$ cat src/rtl/scsa_pipe_adder_if.sv
// Handshake and data bundle for the speculative carry-select adder.
// The master side offers operands and consumes results; the slave side is the adder.
interface scsa_pipe_adder_if #(
    parameter int N = 16
);
    logic         in_valid;
    logic         in_ready;
    logic [N-1:0] a;
    logic [N-1:0] b;
    logic         mode;
    logic         out_valid;
    logic         out_ready;
    logic [N-1:0] sum;
    logic         cout;
    logic         err;
    logic         corrected;
    logic [15:0]  err_count;

    modport master (
        output in_valid, a, b, mode, out_ready,
        input  in_ready, out_valid, sum, cout, err, corrected, err_count
    );

    modport slave (
        input  in_valid, a, b, mode, out_ready,
        output in_ready, out_valid, sum, cout, err, corrected, err_count
    );
endinterface

$ cat src/rtl/scsa_pipe_adder.sv
// Speculative carry-select adder: blocks guess their carry-in from the previous block's
// carry-in-0 adder; mode=1 repairs mis-speculation one block per cycle.
module scsa_pipe_adder #(
    parameter int N = 16,
    parameter int K = 4
) (
    input  logic             clk,
    input  logic             rst,
    scsa_pipe_adder_if.slave bus
);
    localparam int M  = N / K;
    localparam int IW = (M > 1) ? $clog2(M) : 1;
    localparam logic [IW-1:0] LAST_IDX = IW'(M - 1);

    if ((N % K) != 0 || M < 2) begin : g_bad_params
        $error("scsa_pipe_adder: N must be a multiple of K with N/K >= 2");
    end

    typedef enum logic [1:0] {IDLE = 2'd0, FIX = 2'd1, DONE = 2'd2} state_t;

    function automatic logic [K:0] blk_add(input logic [K-1:0] x, input logic [K-1:0] y,
                                           input logic ci);
        blk_add = {1'b0, x} + {1'b0, y} + {{K{1'b0}}, ci};
    endfunction

    state_t        state_q, state_d;
    logic [IW-1:0] idx_q, idx_d;
    logic          carry_q, carry_d;
    logic [N-1:0]  sum_q, sum_d;
    logic          cout_q, cout_d;
    logic          err_q, err_d;
    logic          corr_q, corr_d;
    logic [N-1:0]  a_q, a_d;
    logic [N-1:0]  b_q, b_d;
    logic [15:0]   cnt_q, cnt_d;
    logic          in_ready_q, in_ready_d;
    logic          out_valid_q, out_valid_d;

    logic [N-1:0]  spec_sum_s;
    logic          spec_cout_s;
    logic          err_s;
    logic          blk0_c_s;
    logic [K:0]    r0_s, r1_s, rsel_s, blk0_r_s, fix_r_s;
    logic          c0_prev_s;
    logic [N:0]    exact_s;

    // Speculative sum: block i's carry-in is the carry-in-0 carry-out of block i-1
    always_comb begin
        spec_sum_s  = {N{1'b0}};
        spec_cout_s = 1'b0;
        c0_prev_s   = 1'b0;
        r0_s        = {(K+1){1'b0}};
        r1_s        = {(K+1){1'b0}};
        rsel_s      = {(K+1){1'b0}};
        for (int i = 0; i < M; i++) begin
            r0_s   = blk_add(bus.a[i*K +: K], bus.b[i*K +: K], 1'b0);
            r1_s   = blk_add(bus.a[i*K +: K], bus.b[i*K +: K], 1'b1);
            rsel_s = c0_prev_s ? r1_s : r0_s;
            spec_sum_s[i*K +: K] = rsel_s[K-1:0];
            spec_cout_s = rsel_s[K];
            c0_prev_s   = r0_s[K];
        end
    end

    assign blk0_r_s = blk_add(bus.a[K-1:0], bus.b[K-1:0], 1'b0);
    assign blk0_c_s = blk0_r_s[K];
    assign exact_s  = {1'b0, bus.a} + {1'b0, bus.b};
    assign err_s    = (exact_s != {spec_cout_s, spec_sum_s});
    assign fix_r_s  = blk_add(a_q[idx_q*K +: K], b_q[idx_q*K +: K], carry_q);

    // Next-state and datapath update for the IDLE/FIX/DONE controller
    always_comb begin
        state_d     = state_q;
        idx_d       = idx_q;
        carry_d     = carry_q;
        sum_d       = sum_q;
        cout_d      = cout_q;
        err_d       = err_q;
        corr_d      = corr_q;
        a_d         = a_q;
        b_d         = b_q;
        cnt_d       = cnt_q;
        in_ready_d  = in_ready_q;
        out_valid_d = out_valid_q;
        case (state_q)
            IDLE: begin
                if (bus.in_valid && in_ready_q) begin
                    sum_d      = spec_sum_s;
                    cout_d     = spec_cout_s;
                    err_d      = err_s;
                    corr_d     = 1'b0;
                    a_d        = bus.a;
                    b_d        = bus.b;
                    in_ready_d = 1'b0;
                    if (err_s && (cnt_q != 16'hFFFF)) begin
                        cnt_d = cnt_q + 16'd1;
                    end else begin
                        cnt_d = cnt_q;
                    end
                    if (bus.mode && err_s) begin
                        state_d = FIX;
                        idx_d   = IW'(1);
                        carry_d = blk0_c_s;
                    end else begin
                        state_d     = DONE;
                        out_valid_d = 1'b1;
                    end
                end else begin
                    state_d = IDLE;
                end
            end
            FIX: begin
                // Recompute one block with the true carry, then ripple it onward
                sum_d[idx_q*K +: K] = fix_r_s[K-1:0];
                carry_d             = fix_r_s[K];
                if (idx_q == LAST_IDX) begin
                    cout_d      = fix_r_s[K];
                    corr_d      = 1'b1;
                    state_d     = DONE;
                    out_valid_d = 1'b1;
                end else begin
                    idx_d = idx_q + IW'(1);
                end
            end
            DONE: begin
                if (bus.out_ready) begin
                    state_d     = IDLE;
                    out_valid_d = 1'b0;
                    in_ready_d  = 1'b1;
                end else begin
                    state_d = DONE;
                end
            end
            default: begin
                state_d     = IDLE;
                in_ready_d  = 1'b1;
                out_valid_d = 1'b0;
            end
        endcase
    end

    // State and result registers
    always_ff @(posedge clk or posedge rst) begin
        if (rst) begin
            state_q     <= IDLE;
            idx_q       <= {IW{1'b0}};
            carry_q     <= 1'b0;
            sum_q       <= {N{1'b0}};
            cout_q      <= 1'b0;
            err_q       <= 1'b0;
            corr_q      <= 1'b0;
            a_q         <= {N{1'b0}};
            b_q         <= {N{1'b0}};
            cnt_q       <= 16'd0;
            in_ready_q  <= 1'b1;
            out_valid_q <= 1'b0;
        end else begin
            state_q     <= state_d;
            idx_q       <= idx_d;
            carry_q     <= carry_d;
            sum_q       <= sum_d;
            cout_q      <= cout_d;
            err_q       <= err_d;
            corr_q      <= corr_d;
            a_q         <= a_d;
            b_q         <= b_d;
            cnt_q       <= cnt_d;
            in_ready_q  <= in_ready_d;
            out_valid_q <= out_valid_d;
        end
    end

    assign bus.in_ready  = in_ready_q;
    assign bus.out_valid = out_valid_q;
    assign bus.sum       = sum_q;
    assign bus.cout      = cout_q;
    assign bus.err       = err_q;
    assign bus.corrected = corr_q;
    assign bus.err_count = cnt_q;
endmodule

$ cat src/flat_wrapper.sv
// flat-port wrapper written by rule: the top's interface ports become plain ports
module scsa_pipe_adder_flat 
#(
    parameter int N = 16,
    parameter int K = 4
)
  (clk, rst, bus_in_valid, bus_a, bus_b, bus_mode, bus_out_ready, bus_in_ready, bus_out_valid, bus_sum, bus_cout, bus_err, bus_corrected, bus_err_count);
  scsa_pipe_adder_if #(.N(N)) bus_i ();
  input  logic clk;
  input  logic rst;
  input wire logic [$bits(bus_i.in_valid)-1:0] bus_in_valid;
  input wire logic [$bits(bus_i.a)-1:0] bus_a;
  input wire logic [$bits(bus_i.b)-1:0] bus_b;
  input wire logic [$bits(bus_i.mode)-1:0] bus_mode;
  input wire logic [$bits(bus_i.out_ready)-1:0] bus_out_ready;
  output wire logic [$bits(bus_i.in_ready)-1:0] bus_in_ready;
  output wire logic [$bits(bus_i.out_valid)-1:0] bus_out_valid;
  output wire logic [$bits(bus_i.sum)-1:0] bus_sum;
  output wire logic [$bits(bus_i.cout)-1:0] bus_cout;
  output wire logic [$bits(bus_i.err)-1:0] bus_err;
  output wire logic [$bits(bus_i.corrected)-1:0] bus_corrected;
  output wire logic [$bits(bus_i.err_count)-1:0] bus_err_count;
  assign bus_i.in_valid = bus_in_valid;
  assign bus_i.a = bus_a;
  assign bus_i.b = bus_b;
  assign bus_i.mode = bus_mode;
  assign bus_i.out_ready = bus_out_ready;
  assign bus_in_ready = bus_i.in_ready;
  assign bus_out_valid = bus_i.out_valid;
  assign bus_sum = bus_i.sum;
  assign bus_cout = bus_i.cout;
  assign bus_err = bus_i.err;
  assign bus_corrected = bus_i.corrected;
  assign bus_err_count = bus_i.err_count;
  scsa_pipe_adder #(.N(N), .K(K)) u_core (.clk(clk), .rst(rst), .bus(bus_i));
endmodule
$ cat config.mk
export PLATFORM = sky130hd
export DESIGN_NAME = scsa_pipe_adder_flat
export DESIGN_NICKNAME = d
export VERILOG_FILES = /design/src/rtl/scsa_pipe_adder_if.sv /design/src/rtl/scsa_pipe_adder.sv /design/src/flat_wrapper.sv
export SDC_FILE = /design/constraint.sdc
export NUM_CORES = 1
export LEC_CHECK = 0
export CORE_MARGIN = 2
export CORE_UTILIZATION = 55
export CTS_BUF_LIST = sky130_fd_sc_hd__clkbuf_16
export CTS_CLUSTER_DIAMETER = 40
export DETAILED_ROUTE_END_ITERATION = 8
export GPL_TIMING_DRIVEN = 0
export MAX_ROUTING_LAYER = met4
export PLACE_DENSITY = 0.8
export SYNTH_ARGS = -nofsm -noshare
export SYNTH_HDL_FRONTEND = slang
export SYNTH_SLANG_ARGS = --single-unit
$ cat constraint.sdc
create_clock -name clk -period 3.8 [get_ports clk]
set_input_delay 0.76 -clock clk [delete_from_list [all_inputs] [get_ports clk]]
set_output_delay 0.76 -clock clk [all_outputs]
set_load 0.02 [all_outputs]
After elaboration in Yosys (flattened, before gate mapping)
Cells that the tools add are included.

word-level totals
  bits in registers = 74
  bits of input ports = 37
  output and inout port bits = 37

cells by class
  equality and inequality tests = 11
  reductions and logical operators = 13
  bitwise operators = 1
  mux-type cells = 30
  add/sub/neg operators = 13
  shift-type cells = 4

operators with widths
  operator                   number
  $neg A4 Y34                1
  $shift A4 B34 Y16 const A  1
  $shiftx A4 B34 Y16         1
  $pmux W16 S2               1
  $shiftx A16 B5 Y4          2
  $add A4 B4 Y5              5
  $add A16 B16 Y17           1
  $ne A17 B17 Y1             1
  $add A16 B1 Y16 const B    1
  $bwmux W16                 1
  $mux W16                   1
  $ne A16 B16 Y1 const B     1
  $mux W2                    7
  $reduce_and A3 Y1          4
  $mux W1                    10
  $add A4 B1 Y4 const B      2
  $mux W4                    2
  $reduce_and A4 Y1          2
  $ne A2 B1 Y1 const B       3
  $ne A2 B2 Y1 const B       3
  $pmux W1 S2                3
  $pmux W1 S3                2
  $pmux W2 S3                1
  $add A5 B1 Y5              1
  11 further kinds           15

Depth between registers and ports, before layout
  word-level depth = 8
  gate-level depth with buffers = 13

Worst setup path after synthesis
No wires, ideal clock.

  path kind = input -> register
  from = input bus_b[8]
  to = register u_core.cnt_q[1], in the netlist u_core.bus.err_count[1]
  data arrival time = 3.793 ns
  data required time = 3.672 ns
  setup time = 0.128 ns
  slack = -0.121 ns
  buffers on the path = 0
  cell stages on the path = 12
  cell sequence = ha_1 fa_1 ha_1 nand2b_1 a22oi_1 nand3b_4 or4_1 a211o_1 nor4_4 a31oi_4 nand2_1 mux2_1

between the ends
  cells in the longest elaborated chain, start to end = 6
  elaborated cells on any way between the ends = 8
  those cells by class = add/sub: 3; eq/ne: 1; mux: 2; reduce/logical: 2

RTL lines
  item                           RTL line                source
  from (decl)                    flat_wrapper.sv:13      input wire logic [$bits(bus_i.b)-1:0] bus_b;
  $add A4 B4 Y5                  scsa_pipe_adder.sv:23   blk_add = {1'b0, x} + {1'b0, y} + {{K{1'b0}}, ci};
  $add A4 B1 Y4                  scsa_pipe_adder.sv:23
  $mux W4                        scsa_pipe_adder.sv:58   rsel_s = c0_prev_s ? r1_s : r0_s;
  $ne A17 B17 Y1 *               scsa_pipe_adder.sv:68   assign err_s = (exact_s != {spec_cout_s, spec_sum_s});
  $logic_and A1 B1 Y1 *          scsa_pipe_adder.sv:95   if (err_s && (cnt_q != 16'hFFFF)) begin
  $reduce_and A3 Y1 (no line) *  --
  to (signal assigned)           scsa_pipe_adder.sv:167  cnt_q <= cnt_d;
  to (decl)                      scsa_pipe_adder.sv:35   logic [15:0] cnt_q, cnt_d;

Mark *: on every way between the ends. The rest lies on a longest branch, timed or not.
A chain may end at the register's enable or synchronous reset.

Final worst setup path
  from = input bus_b[4]
  to = register u_core.cnt_q[5], in the netlist u_core.bus.err_count[5]

The elaborated chain is that of the path after synthesis.

==> metrics.md <==
| Metric | Value |
|---|---|
| Outcome | `finished clean` |
| Grt total ovfl | `0` |
| Seq. cell area | `0.00185 mm^2` |
| Worst Skew | `0.00553 ns` |
| Largest cells by area after synthesis | `dfrtp_1 37%, nand2_1 10%, ha_1 6.9%` |
| Routed wire length | `14.2 mm` |
| Clock Power Share | `21.4%` |
| Final Hold Viols | `0` |
| Critical Path Fanout Max | `5` |
| Crit path capture | `u_core.bus.err_count[5]$_DFFE_PP0P_` |
| # fillers | `627` |
| NetSw | `1.73 mW` |
| Mapped Avg Cell Area | `9.34 um^2` |
| Layout area overhead | `29.9%` |
| Max-slew headroom | `10.8%` |
| Overall Power | `4.28 mW` |
| Final Cycle Share | `96.8%` |
| Layout Nets | `686` |
| IO Port Bufs | `73` |
| First-pass GRT wire length | `22.6 mm` |
| TritonCTS Buffers | `9` |
| Die height | `98.1 um` |
| Antenna viol nets, final | `0` |
| LEAKAGE | `2.87 nW` |
| CP required | `4.02 ns` |
| Vias | `4482` |
| Initial antenna violation count | `0` |
| Die Span X | `98.1 um` |
| DR iter-0 viols | `327` |
| Seq/Total Area, Yosys | `38.0%` |
| Synth top area share | `37.5%` |
| Combinational Power Share | `48.8%` |
| Worst slew pin tran | `1.34 ns` |
| Drt drc | `0` |
| Reg-to-Reg Start | `u_core.idx_q[0]$_DFFE_PP0P_` |
| Gate Count Post-Synth | `522` |
| Avg WL per Cell | `19.4 um` |
| CP startpoint kind | `primary input` |
| Max_cap viols | `0` |
| CTS tree | `yes` |
| Detailed Place HPWL | `10.1 mm` |
| # hold bufs at CTS | `0` |
| H-tree depth | `3` |
| Fmax | `272 MHz` |
| Footprint of the multi-input gates | `0.00308 mm^2` |
| Root Driver | `clkbuf_16` |
| Switching share of power | `40.4%` |
| Pwr dens | `676 mW/mm^2` |
| Vias in the first global route | `4373` |
| DRT Pass-1 Iters | `5` |
| Antenna diodes | `0` |
| I/O Pins | `74` |
| Number of synthesized flops with an enable pin | `0` |
| Final Wtd Congestion | `0.926` |
| Sequential power share | `29.8%` |
| Layout cells sized above 1 | `13.9%` |
| Post-synthesis cell type count | `63` |
| Count of clock tree sinks | `74` |
| Final core area utilization | `73.3%` |
| Mapped Nets | `592` |
| Starting Density | `56.4%` |
| Largest net degree at the start of global routing | `75` |
| Peak VDD IR | `366 uV` |
| FF-to-FF path depth | `8` |
| Via density | `6.16` |
| Warnings from Yosys | `0` |
| Final min period | `3.68 ns` |
| Critical path data arrival time | `3.90 ns` |
| Worst Hold Class | `flop to flop` |
| RR Endpoint | `u_core.bus.sum[10]$_DFFE_PP0P_` |
| Number of synthesized register bits | `74` |
| Power Internal | `2.55 mW` |
| Final Setup Violations | `0` |
| Row count | `34` |
| Die area | `0.00963 mm^2` |
| Crit path launch | `bus_b[4]` |
| Cell accounting for the most synthesized area | `dfrtp_1` |
| Bufs on Longest Clock Path | `2` |
| Core region area | `0.00864 mm^2` |
| Synth Flop Type | `dfrtp_1` |
| Worst skew pair latency | `0.34 ns` |
| Tot GR Track Use | `30.8%` |
| Async SR Flop Fraction | `100%` |
| Critical path type | `primary input to flop` |
| Mapped Area | `0.00487 mm^2` |
| Max Slew Vio Count | `0` |
| Worst-path clk slew | `0.06 ns` |
| CP Capture Type | `flop` |
| Flop-to-flop setup slack | `0.27 ns` |
-- state kept, by name, summed over array words and instances, names as in the netlist, 2 cells and up --
register and cells:
u_core.a_q 16, u_core.bus.err_count 16, u_core.b_q 16, u_core.idx_q 2, u_core.state_q 2, u_core.bus.sum 16
-- worst min-delay path by stage --
stage	to	startpoint	slack (ns)	cells after the start
after floorplan	u_core.a_q[10]$_DFFE_PP0P_	u_core.a_q[10]$_DFFE_PP0P_	0.44	2
after global placement	u_core.b_q[2]$_DFFE_PP0P_	u_core.b_q[2]$_DFFE_PP0P_	0.45	2
after detailed placement	u_core.a_q[8]$_DFFE_PP0P_	u_core.a_q[8]$_DFFE_PP0P_	0.46	2
after CTS	u_core.a_q[8]$_DFFE_PP0P_	u_core.a_q[8]$_DFFE_PP0P_	0.47	2
after global routing	u_core.bus.err_count[7]$_DFFE_PP0P_	u_core.bus.err_count[7]$_DFFE_PP0P_	0.51	1
final	u_core.a_q[10]$_DFFE_PP0P_	u_core.a_q[10]$_DFFE_PP0P_	0.48	2
-- cell families (layout without fill, tap and decap cells) --
family / after synthesis / count (layout) / synth area share, %
simple gates: 225 / 225 / 22.0
compound gates: 98 / 99 / 14.2
flops: 74 / 74 / 38.0
xor+xnor: 39 / 39 / 7.29
buf+inv: 35 / 132 / 3.21
fa+ha+maj: 33 / 33 / 9.40
mux: 18 / 18 / 5.88
-- worst max-delay path, stage by stage --
cell and delay, ns:
dlygate4sd2_1 0.29, ha_4 0.20, fa_2 0.57, nand2_1 0.10, nor3_4 0.25, mux2_4 0.34
nor3_4 0.22, xor2_2 0.24, nor4_4 0.07, buf_4 0.17, a31oi_2 0.36, nand4_1 0.17
xnor2_1 0.15
-- layout by cell type (no fill, tap or decap), types with 4 or more instances in the layout --
cell,synthesis,final
nand2_1,130,129
dfrtp_1,73,73
clkdlybuf4s50_1,0,60
a21oi_1,32,32
ha_1,27,21
xnor2_1,20,20
nand3_1,18,17
xor2_1,18,16
nor2_1,17,15
inv_1,14,13
a21o_1,11,11
buf_4,2,11
clkbuf_1,13,11
nand4_1,9,9
clkbuf_16,0,9
and3_1,9,8
mux4_2,8,8
o21ai_0,7,7
nor3_1,8,7
ha_4,0,6
dlygate4sd2_1,0,6
buf_2,2,5
nand2b_1,5,5
a22oi_1,5,5
mux2i_1,5,5
o211ai_1,5,5
o22ai_1,4,4
o21a_1,4,4
nor2b_1,4,4
a221oi_1,4,4
fa_2,0,4
-- final cells by class --
class | count | area share [%]
clock inverter | 6 | 1.42
sequential | 74 | 29.3
buffer | 19 | 1.54
tap | 108 | 2.13
timing repair buffer | 84 | 12.6
inverter | 14 | 0.869
multi-input combinational | 414 | 48.6
clock buffer | 9 | 3.56
-- cells in the mapped netlist (5+ instances only) --
cell        n
nand3_1    18
mux2i_1     5
dfrtp_1    73
ha_1       27
xor2_1     18
nor3_1      8
a211oi_1    5
a22oi_1     5
nand2b_1    5
nand4_1     9
nand2_1   130
nor2_1     17
a21o_1     11
a21oi_1    32
xnor2_1    20
and3_1      9
clkbuf_1   13
inv_1      14
o21ai_0     7
o211ai_1    5
mux4_2      8
fa_1        6
-- per-stage QoR --
step           hold slack (ns)  std cells   TNS, ns  setup slack, ns  instance area, um^2
2_1_floorplan            0.440        522         0          0.00748                 4870
3_3_place_gp             0.454        703    -15.58           -0.838                 5740
3_5_place_dp             0.460        703    -15.76           -0.853                 5740
4_1_cts                  0.475        724         0           0.0121                 6190
5_1_grt                  0.508        728  -0.00456         -0.00456                 6330
6_report                 0.478        728         0            0.123                 6330
-- power by group through the flow --
stage	logic (mW)	clock network [mW]	registers, mW
finish	2.09	0.916	1.28
global placement	1.91	0	1.26
detailed placement	1.96	0	1.28
global route	2.24	0.951	1.31
floorplan	1.17	0	1.38
CTS	2.03	0.922	1.27
-- repair_timing --
action / in CTS / in global routing
endpoints found under the setup margin: 23 / 22
gates resized for setup: 36 / 26
setup buffers: 5 / 5
pin swaps: 10 / 14
cloned: 1 / 1
-- routing by layer --
| metal | vias up | global-route usage [%] | wire (um) |
|---|---|---|---|
| met5 | - | - | 0 |
| met4 | 0 | 13.8 | 497 |
| met3 | 43 | 6.87 | 1220 |
| met2 | 240 | 47.4 | 6790 |
| met1 | 2144 | 39.2 | 5650 |
| li1 | 2055 | - | - |
No activity file was read; power rests on OpenSTA's default activity.
